**config.mk**
```make
export PLATFORM = sky130hd
export DESIGN_NAME = addr_gen
export DESIGN_NICKNAME = d
export VERILOG_FILES = /design/src/rtl/addr_gen_pkg.sv /design/src/rtl/addr_gen_step.sv /design/src/rtl/addr_gen.sv
export SDC_FILE = /design/constraint.sdc
export NUM_CORES = 1
export LEC_CHECK = 0
export CAP_MARGIN = 30
export CORE_MARGIN = 2
export CORE_UTILIZATION = 35
export DETAILED_ROUTE_END_ITERATION = 8
export GPL_TIMING_DRIVEN = 0
export SYNTH_ARGS = -nofsm -noshare
export SYNTH_HDL_FRONTEND = slang
export SYNTH_SLANG_ARGS = --single-unit
export TNS_END_PERCENT = 50
```
**constraint.sdc**
```tcl
create_clock -name sysclk -period 3.3 [get_ports sysclk]
set_input_delay 0.33 -clock sysclk [delete_from_list [all_inputs] [get_ports sysclk]]
set_output_delay 0.33 -clock sysclk [all_outputs]
set_load 0.01 [all_outputs]
```
**src/rtl/addr_gen_pkg.sv**
```systemverilog
// Shared definitions for the burst address generator.
//   - source-index constants for the packed source bus
//   - ar_size encodings and a decode to a byte-shift amount
//   - FSM state type
package addr_gen_pkg;

  localparam int unsigned AR_ALU_SEL  = 0;
  localparam int unsigned AR_PC_SEL   = 1;
  localparam int unsigned AR_PC_4_SEL = 2;

  typedef enum logic [1:0] {
    SizeByte  = 2'b00,
    SizeHalf  = 2'b01,
    SizeWord  = 2'b10,
    SizeWordX = 2'b11  // alias of SizeWord
  } ar_size_e;

  typedef enum logic {
    StIdle,
    StActive
  } ar_state_e;

  // log2 of the per-beat step in bytes.
  function automatic logic [1:0] size_shift(ar_size_e size);
    logic [1:0] shift;
    unique case (size)
      SizeByte: shift = 2'd0;
      SizeHalf: shift = 2'd1;
      default:  shift = 2'd2;
    endcase
    return shift;
  endfunction

endpackage

```
**src/rtl/addr_gen_step.sv**
```systemverilog
// Combinational next-beat address calculation.
//   addr_i      : current beat address
//   size_i      : captured step encoding
//   len_i       : captured burst length (beats minus one)
//   wrap_i      : captured wrap request
//   next_addr_o : address of the following beat
// A wrap request only takes effect when the beat count is a power of two >= 2;
// otherwise the burst increments linearly modulo 2^ADDR_W.
module addr_gen_step
  import addr_gen_pkg::*;
#(
  parameter int unsigned ADDR_W = 32,
  parameter int unsigned LEN_W  = 4
) (
  input  logic [ADDR_W-1:0] addr_i,
  input  ar_size_e          size_i,
  input  logic [LEN_W-1:0]  len_i,
  input  logic              wrap_i,
  output logic [ADDR_W-1:0] next_addr_o
);

  logic [1:0]        shift;
  logic [ADDR_W-1:0] step;
  logic [ADDR_W-1:0] inc;
  logic [ADDR_W-1:0] span;
  logic [ADDR_W-1:0] mask;
  logic [LEN_W:0]    beats;
  logic              pow2;

  always_comb begin
    shift = size_shift(size_i);
    step  = ADDR_W'(1) << shift;
    inc   = addr_i + step;
    beats = {1'b0, len_i} + (LEN_W + 1)'(1);
    pow2  = (len_i != '0) && ((beats & (beats - (LEN_W + 1)'(1))) == '0);
    // Wrap window is beats*step bytes; only bits inside it may change.
    span  = ADDR_W'(beats) << shift;
    mask  = span - ADDR_W'(1);
    if (wrap_i && pow2) begin
      next_addr_o = (addr_i & ~mask) | (inc & mask);
    end else begin
      next_addr_o = inc;
    end
  end

endmodule

```
**src/rtl/addr_gen.sv**
```systemverilog
// Burst address generator.
//   sysclk, sysrst_n : clock, asynchronous active-low reset
//   ar_src_bus/sel   : packed candidate start addresses and selector
//   ar_load          : start a burst (IDLE only)
//   ar_burst_len     : beats minus one
//   ar_size/ar_wrap  : step size and wrapping-burst request
//   ar_abort         : terminate the burst (beats load and ready)
//   ar_ready         : memory accepts the current address
//   ar_addr/ar_valid : registered current address and its qualifier
//   ar_busy          : burst in progress
//   ar_done          : one-cycle pulse after the final beat is accepted
module addr_gen
  import addr_gen_pkg::*;
#(
  parameter int unsigned ADDR_W = 32,
  parameter int unsigned N_SRC  = 3,
  parameter int unsigned LEN_W  = 4
) (
  input  logic                      sysclk,
  input  logic                      sysrst_n,
  input  logic [N_SRC*ADDR_W-1:0]   ar_src_bus,
  input  logic [$clog2(N_SRC)-1:0]  ar_src_sel,
  input  logic                      ar_load,
  input  logic [LEN_W-1:0]          ar_burst_len,
  input  logic [1:0]                ar_size,
  input  logic                      ar_wrap,
  input  logic                      ar_abort,
  input  logic                      ar_ready,
  output logic [ADDR_W-1:0]         ar_addr,
  output logic                      ar_valid,
  output logic                      ar_busy,
  output logic                      ar_done
);

  localparam int unsigned SelW = $clog2(N_SRC);

  ar_state_e         state_q, state_d;
  logic [ADDR_W-1:0] addr_q, addr_d;
  logic [LEN_W-1:0]  cnt_q, cnt_d;
  logic [LEN_W-1:0]  len_q, len_d;
  ar_size_e          size_q, size_d;
  logic              wrap_q, wrap_d;
  logic              done_q, done_d;

  logic [ADDR_W-1:0] src_addr;
  logic [ADDR_W-1:0] next_addr;

  // Out-of-range selectors fall through to source 0.
  always_comb begin
    src_addr = ar_src_bus[ADDR_W-1:0];
    for (int unsigned k = 0; k < N_SRC; k++) begin
      if (ar_src_sel == SelW'(k)) begin
        src_addr = ar_src_bus[k*ADDR_W +: ADDR_W];
      end
    end
  end

  addr_gen_step #(
    .ADDR_W (ADDR_W),
    .LEN_W  (LEN_W)
  ) u_step (
    .addr_i      (addr_q),
    .size_i      (size_q),
    .len_i       (len_q),
    .wrap_i      (wrap_q),
    .next_addr_o (next_addr)
  );

  always_comb begin
    state_d = state_q;
    addr_d  = addr_q;
    cnt_d   = cnt_q;
    len_d   = len_q;
    size_d  = size_q;
    wrap_d  = wrap_q;
    done_d  = 1'b0;
    unique case (state_q)
      StIdle: begin
        if (ar_load && !ar_abort) begin
          state_d = StActive;
          addr_d  = src_addr;
          cnt_d   = ar_burst_len;
          len_d   = ar_burst_len;
          size_d  = ar_size_e'(ar_size);
          wrap_d  = ar_wrap;
        end
      end
      StActive: begin
        if (ar_abort) begin
          state_d = StIdle;
        end else if (ar_ready) begin
          if (cnt_q == '0) begin
            state_d = StIdle;
            done_d  = 1'b1;
          end else begin
            addr_d = next_addr;
            cnt_d  = cnt_q - LEN_W'(1);
          end
        end
      end
      default: state_d = StIdle;
    endcase
  end

  always_ff @(posedge sysclk or negedge sysrst_n) begin
    if (!sysrst_n) begin
      state_q <= StIdle;
      addr_q  <= '0;
      cnt_q   <= '0;
      len_q   <= '0;
      size_q  <= SizeByte;
      wrap_q  <= 1'b0;
      done_q  <= 1'b0;
    end else begin
      state_q <= state_d;
      addr_q  <= addr_d;
      cnt_q   <= cnt_d;
      len_q   <= len_d;
      size_q  <= size_d;
      wrap_q  <= wrap_d;
      done_q  <= done_d;
    end
  end

  assign ar_addr  = addr_q;
  assign ar_valid = (state_q == StActive);
  assign ar_busy  = (state_q == StActive);
  assign ar_done  = done_q;

endmodule

```
==> summary.txt, run 1 <==
Top cells by area, synth -> dfrtp_1 (25%), mux2i_1 (9.4%), a211oi_1 (5.7%), a21oi_1 (5.6%), o21ai_0 (4.3%)
Synth Cell Area -> 0.00445 mm2
Worst Setup Path Type -> reg -> reg
Unrepaired setup endpoints after global routing -> true
Die area -> 0.0136 mm2
Peak VDD IR -> 0.213 mV
# nets final -> 844
Gr ovfl total -> 0
R2r setup slk -> 0.14 ns
Pwr per Cell Area -> 483 mW/mm2
Critical Path Start Type -> flip-flop
Synth warn -> 0
Fill cell count -> 1,257
DR vias -> 5,111
DR WL/cell -> 19.3 um
#FFs+latches synth -> 45
Clk sink count -> 45
DP Wirelength -> 13,900 um
CP Cell Sequence -> clkbuf_1 > nor2_1 > ha_1 > inv_1 > fa_1 > nand2b_1 > a21o_1 > or3_1 > or4b_1 > nand3_1
Storage element area -> 0.00113 mm2
Crit path from -> size_q[1]
Min-delay src -> wrap_q
Clock slew seen by the registers of the worst setup and hold paths -> 0.06 ns
Minimum clock period -> 3.16 ns
Reg2reg path depth -> 10
Clock root buffer -> clkbuf_16
Total CTS buffers -> 5
CP max FO -> 10
Ys async rst share -> 1.00
Fin Setup TNS -> 0 ns
Synthesized net count -> 693
Antenna-violating nets left -> 0
Drt first-iter violations -> 417
Syn Area/Cell -> 7.81 um2
Layout cells sized above 1 -> 0.0610
Die height -> 117 um
Vias per Instance -> 5.72
Number of synthesized flops with an enable pin -> 0
H-Tree Depth -> 2
DRT Wirelength -> 17,200 um
Row count -> 41
CP delay by family, top -> simple AND/OR/NAND/NOR gates
WP data arrival -> 3.39 ns
Clock latency on the worst-skew pair -> 0.29 ns
CP max-delay cell -> or4b_1
Synth area leader -> dfrtp_1
Period utilisation layout -> 0.957
Core area -> 0.0125 mm2
Max_slew headroom -> 0.370
Ports -> 145
Mapped Cells -> 570
Final setup margin -> 0.141 ns
Multi-input gate area -> 0.00309 mm2
Placer Congestion -> 0.889
# diodes -> 0
Pin count of the biggest net entering global routing -> 31
Run status -> completed
DRC violations left -> 0
Design Power -> 0.00306 W
Worst-Margin Slew -> 0.942 ns
DP Worst Slack -> -0.0367 ns
Top-count cell post-synth -> a21oi_1
Max clock buf depth -> 2
CTS tree -> done
CP Buf/Inv Count -> 2
R2R Path Start -> size_q[1]
Hold Path Class -> reg -> reg
Post-synthesis sequential area ratio -> 0.253
Layout Cells excl Fill -> 893
Most used DFF post-synth -> dfrtp_1
Crit path depth -> 10
MaxCap Viol Count -> 0
Vias in the first global route -> 4,901
Setup Buffers After CTS -> 0
Synth top cells by count -> a21oi_1 (50), nand2_1 (47), dfrtp_1 (45), mux2i_1 (42), nor2_1 (41)
Max Clock Skew -> 0.00434 ns
Chip width -> 117 um
Fmax -> 317 MHz
Initial antenna violation count -> 0
Port buffer count -> 142
Initial Util -> 0.356
First-pass GRT wire length -> 26,400 um
Worst Setup End Kind -> flip-flop
Final-report setup violation count -> 0
Slew Viols, Final -> 0
Final hold viol count -> 0
Area Overhead vs Synth -> 42.1%
1st-pass router iterations -> 5
Worst path max stage delay -> 0.51 ns
Distinct cells, synth -> 68
CP Data Required Time -> 3.53 ns
Top cell type's share of synthesized area -> 0.253
Placed Instances -> 885
All-Layer GR Usage -> 0.252
Pleak -> 2.47 nW
worst min-delay path by stage:
| stage | endpoint | slack [ns] | cells past startpoint |
|---|---|---|---|
| final | wrap_q | 0.49 | 2 |
| after global placement | wrap_q | 0.46 | 2 |
| after CTS | wrap_q | 0.48 | 2 |
| after global routing | wrap_q | 0.52 | 2 |
| after floorplan | asynchronous set/reset pin | 0.03 | 0 |
| after detailed placement | asynchronous set/reset pin | 0.29 | 1 |
power breakdown:
part           internal [W]  switching (W)  total (W)  leakage (nW)
Combinational      0.000742       0.000795    0.00154          1.85
Sequential         0.000711       0.000232   0.000943         0.540
Clock              0.000352       0.000223   0.000575        0.0797
worst reg2reg max path: cells and delay by family, from the launching register on:
| family | cells | cell delay, ns |
|---|---|---|
| simple gates | 5 | 1.52 |
| fa+ha+maj | 2 | 0.60 |
| flops | 1 | 0.42 |
| compound gates | 1 | 0.28 |
| buf+inv | 2 | 0.26 |
layout make-up:
cell class	instances	share of cell area
multi-input combinational	460	0.489
timing repair buffer	144	0.229
sequential	45	0.178
tap	172	0.0340
buffer	44	0.0322
clock buffer	5	0.0198
inverter	21	0.0125
clock inverter	2	0.00554
layer usage:
layer	part of all wire	track usage	wire (um)
met5	0	0	0
met4	0.013	0.0502	220
met3	0.076	0.0499	1320
met2	0.47	0.411	8070
met1	0.44	0.350	7630
stage by stage:
stage	instance area, um2	hold slack (ns)	util
floorplan	4450	0.0344	-
global placement	6090	0.464	0.486
detailed placement	6100	0.287	0.488
CTS	6280	0.482	0.502
global route	6320	0.524	0.505
finish	6320	0.490	0.505
repair_timing:
item | CTS | global route
pin swaps | 0 | 2
hold buffers | 1 | 0
hold endpoints to repair | 15 | 0
setup endpoints to repair | 1 | 21
gates resized for setup | 1 | 10
kinds of logic after synthesis:
group,Yosys count,synth area share
buffers and inverters,65,0.0632
muxes,51,0.117
other,2,0.00169
AOI/OAI and AO/OA,191,0.285
xor gates and xnor gates,4,0.00787
and+or+nand+nor,199,0.234
adders and majority gates,13,0.0382
DFF,45,0.253
cells in the final DEF (no fill, tap or decap), types with 4 or more instances in the layout:
master and n:
and3_1 7, nor3_1 10, o31ai_1 4, and4_1 4
a211oi_1 34, mux2i_1 42, nand2b_1 8, a311oi_1 5
o211ai_1 8, clkbuf_16 5, nor4_1 5, nor2b_1 27
clkdlybuf4s50_1 141, inv_1 21, a31oi_1 10, mux2_2 9
nor2_1 41, ha_1 12, dfrtp_1 44, o21ai_0 37
o22ai_1 6, nand2_1 47, clkbuf_1 26, a21oi_1 50
buf_2 7, buf_1 6, nand3_1 18, nand4_1 9
No activity file was read; power rests on OpenSTA's default activity.
==> run 2, diff against run 1 <==
CORE_ASPECT_RATIO = 0.6   (was default)
==> run 2 against run 1 <==
- hold slack got worse by 0.47 ns
- global-route usage increased by 0.90 points
- via count increased by 4.1%
- clock skew decreased by 0.00092 ns
- largest power group unchanged
==> summary.txt, run 2 (same netlist as run 1, synthesis figures left out) <==
Run status -> completed (unchanged)
Max clock buf depth -> 2 (unchanged)
DRC violations left -> 0 (unchanged)
Initial Util -> 0.364 (was 0.356)
Row count -> 31 (was 41)
Minimum clock period -> 3.15 ns (was 3.16 ns)
WP data arrival -> 3.37 ns (was 3.39 ns)
# nets final -> 849 (was 844)
CP Data Required Time -> 3.51 ns (was 3.53 ns)
Ports -> 145 (unchanged)
Clock slew seen by the registers of the worst setup and hold paths -> 0.07 ns (was 0.06 ns)
Fill cell count -> 1,162 (was 1,257)
Most common cell after layout, fill and taps aside -> clkdlybuf4s50_1 (unchanged)
Most frequent cells in the layout -> clkdlybuf4s50_1 (141), a21oi_1 (49), nand2_1 (47) (was clkdlybuf4s50_1 (141), a21oi_1 (50), nand2_1 (47))
Port buffer count -> 142 (unchanged)
Vias per Instance -> 5.97 (was 5.72)
DR vias -> 5,322 (was 5,111)
Placer Congestion -> 0.913 (was 0.889)
Critical Path Start Type -> flip-flop (unchanged)
DR WL/cell -> 20.5 um (was 19.3 um)
Total CTS buffers -> 5 (unchanged)
Unrepaired setup endpoints after global routing -> true (unchanged)
Die height -> 91.4 um (was 117 um)
Max Clock Skew -> 0.00342 ns (was 0.00434 ns)
CP max FO -> 10 (unchanged)
Clock root buffer -> clkbuf_16 (unchanged)
Max_slew headroom -> 0.384 (was 0.370)
Drt first-iter violations -> 606 (was 417)
DP Worst Slack -> -0.182 ns (was -0.0367 ns)
Final core occ -> 0.522 (was 0.505)
R2r setup slk -> 0.15 ns (was 0.14 ns)
Peak VDD IR -> 0.314 mV (was 0.213 mV)
Worst-Margin Slew -> 0.921 ns (was 0.942 ns)
Design Power -> 0.00314 W (was 0.00306 W)
MaxCap Viol Count -> 0 (unchanged)
Die area -> 0.0137 mm2 (was 0.0136 mm2)
Initial antenna violation count -> 0 (unchanged)
DRT Wirelength -> 18,300 um (was 17,200 um)
Clk sink count -> 45 (unchanged)
First-pass GRT wire length -> 27,600 um (was 26,400 um)
Gr ovfl total -> 0 (unchanged)
Chip width -> 150 um (was 117 um)
Vias in the first global route -> 4,859 (was 4,901)
Hold Path Class -> in -> async (was reg -> reg)
Final hold viol count -> 0 (unchanged)
Hold-fix buffers, CTS -> 0 (was 1)
All-Layer GR Usage -> 0.261 (was 0.252)
Pleak -> 2.51 nW (was 2.47 nW)
Slew Viols, Final -> 0 (unchanged)
Core area -> 0.0122 mm2 (was 0.0125 mm2)
Antenna-violating nets left -> 0 (unchanged)
Pwr per Cell Area -> 493 mW/mm2 (was 483 mW/mm2)
Worst Setup End Kind -> flip-flop (unchanged)
Clock latency on the worst-skew pair -> 0.29 ns (about the same)
Period utilisation layout -> 0.956 (was 0.957)
CTS tree -> done (unchanged)
Worst Setup Path Type -> reg -> reg (unchanged)
DP Wirelength -> 14,600 um (was 13,900 um)
Layout cells sized above 1 -> 0.0743 (was 0.0610)
Pin count of the biggest net entering global routing -> 25 (was 31)
Final setup margin -> 0.145 ns (was 0.141 ns)
Area Overhead vs Synth -> 43.3% (was 42.1%)
H-Tree Depth -> 2 (unchanged)
Reg2reg path depth -> 10 (unchanged)
Final-report setup violation count -> 0 (unchanged)
1st-pass router iterations -> 6 (was 5)
R2R Path Start -> len_q[1] (was size_q[1])
Fmax -> 317 MHz (about the same)
# diodes -> 0 (unchanged)
==> run 2: report_power, final <==
part | total (W) | leakage (nW) | internal [W] | switching [W]
registers | 0.000960 | 0.541 | 0.000711 | 0.000249
clock network | 0.000609 | 0.0841 | 0.000379 | 0.000229
logic | 0.00157 | 1.88 | 0.000752 | 0.000822
total | 0.00314 | 2.51 | 0.00184 | 0.00130
==> run 2: critical path: stages, from the launching register on <==
cell and delay [ns]:
dfrtp_1 0.51, ha_1 0.26, inv_1 0.06, ha_1 0.35, nand3_1 0.09, a221o_1 0.40, or3_4 0.45, o31ai_4 0.42
buf_2 0.32, a21oi_1 0.07, o22ai_1 0.14
==> run 2: final cells by class <==
cell class	instances	area, um2	share of cell area
clock inverters	1	30.0	0.00471
repair buffers	149	1480	0.232
inverters	21	78.8	0.0124
well taps	165	206	0.0324
multi-input cells	460	3110	0.487
clock buffers	7	143	0.0224
plain buffers	44	205	0.0322
flip-flops and latches	45	1130	0.177
==> run 2: how the worst max path moves through the flow <==
stage                    from        end  slack (ns)  depth (start not counted)
global route        size_q[1]  flip-flop       -0.03                         10
finish               len_q[1]  flip-flop        0.15                         10
CTS                  len_q[1]  flip-flop        0.06                         11
global placement    size_q[1]  flip-flop       -0.07                         11
floorplan           size_q[1]  flip-flop        0.56                         11
detailed placement  size_q[1]  flip-flop       -0.18                         11
==> run 2: timing repair <==
item,in CTS,in global routing
setup buffers,0,6
gates resized for setup,2,15
setup endpoints to repair,5,30
pin swaps,0,4
==> run 2: metrics by stage <==
stage / area, um2 / cells / setup TNS [ns] / hold WS (ns)
floorplan: 4450 / 570 / 0 / 0.0344
global placement: 6080 / 877 / -0.0674 / 0.471
detailed placement: 6090 / 878 / -0.372 / 0.360
CTS: 6280 / 886 / 0 / 0.0498
global route: 6380 / 892 / -0.0313 / 0.0656
finish: 6380 / 892 / 0 / 0.0184
==> run 2: routing by layer <==
layer	wire length [um]	global-route usage	share of wire	vias to the layer above
met3	1970	0.0538	0.11	22
met1	8970	0.432	0.49	2555
met5	0	0	0	-
li1	-	-	-	2449
met4	182	0.0349	0.0099	0
met2	7210	0.341	0.39	296
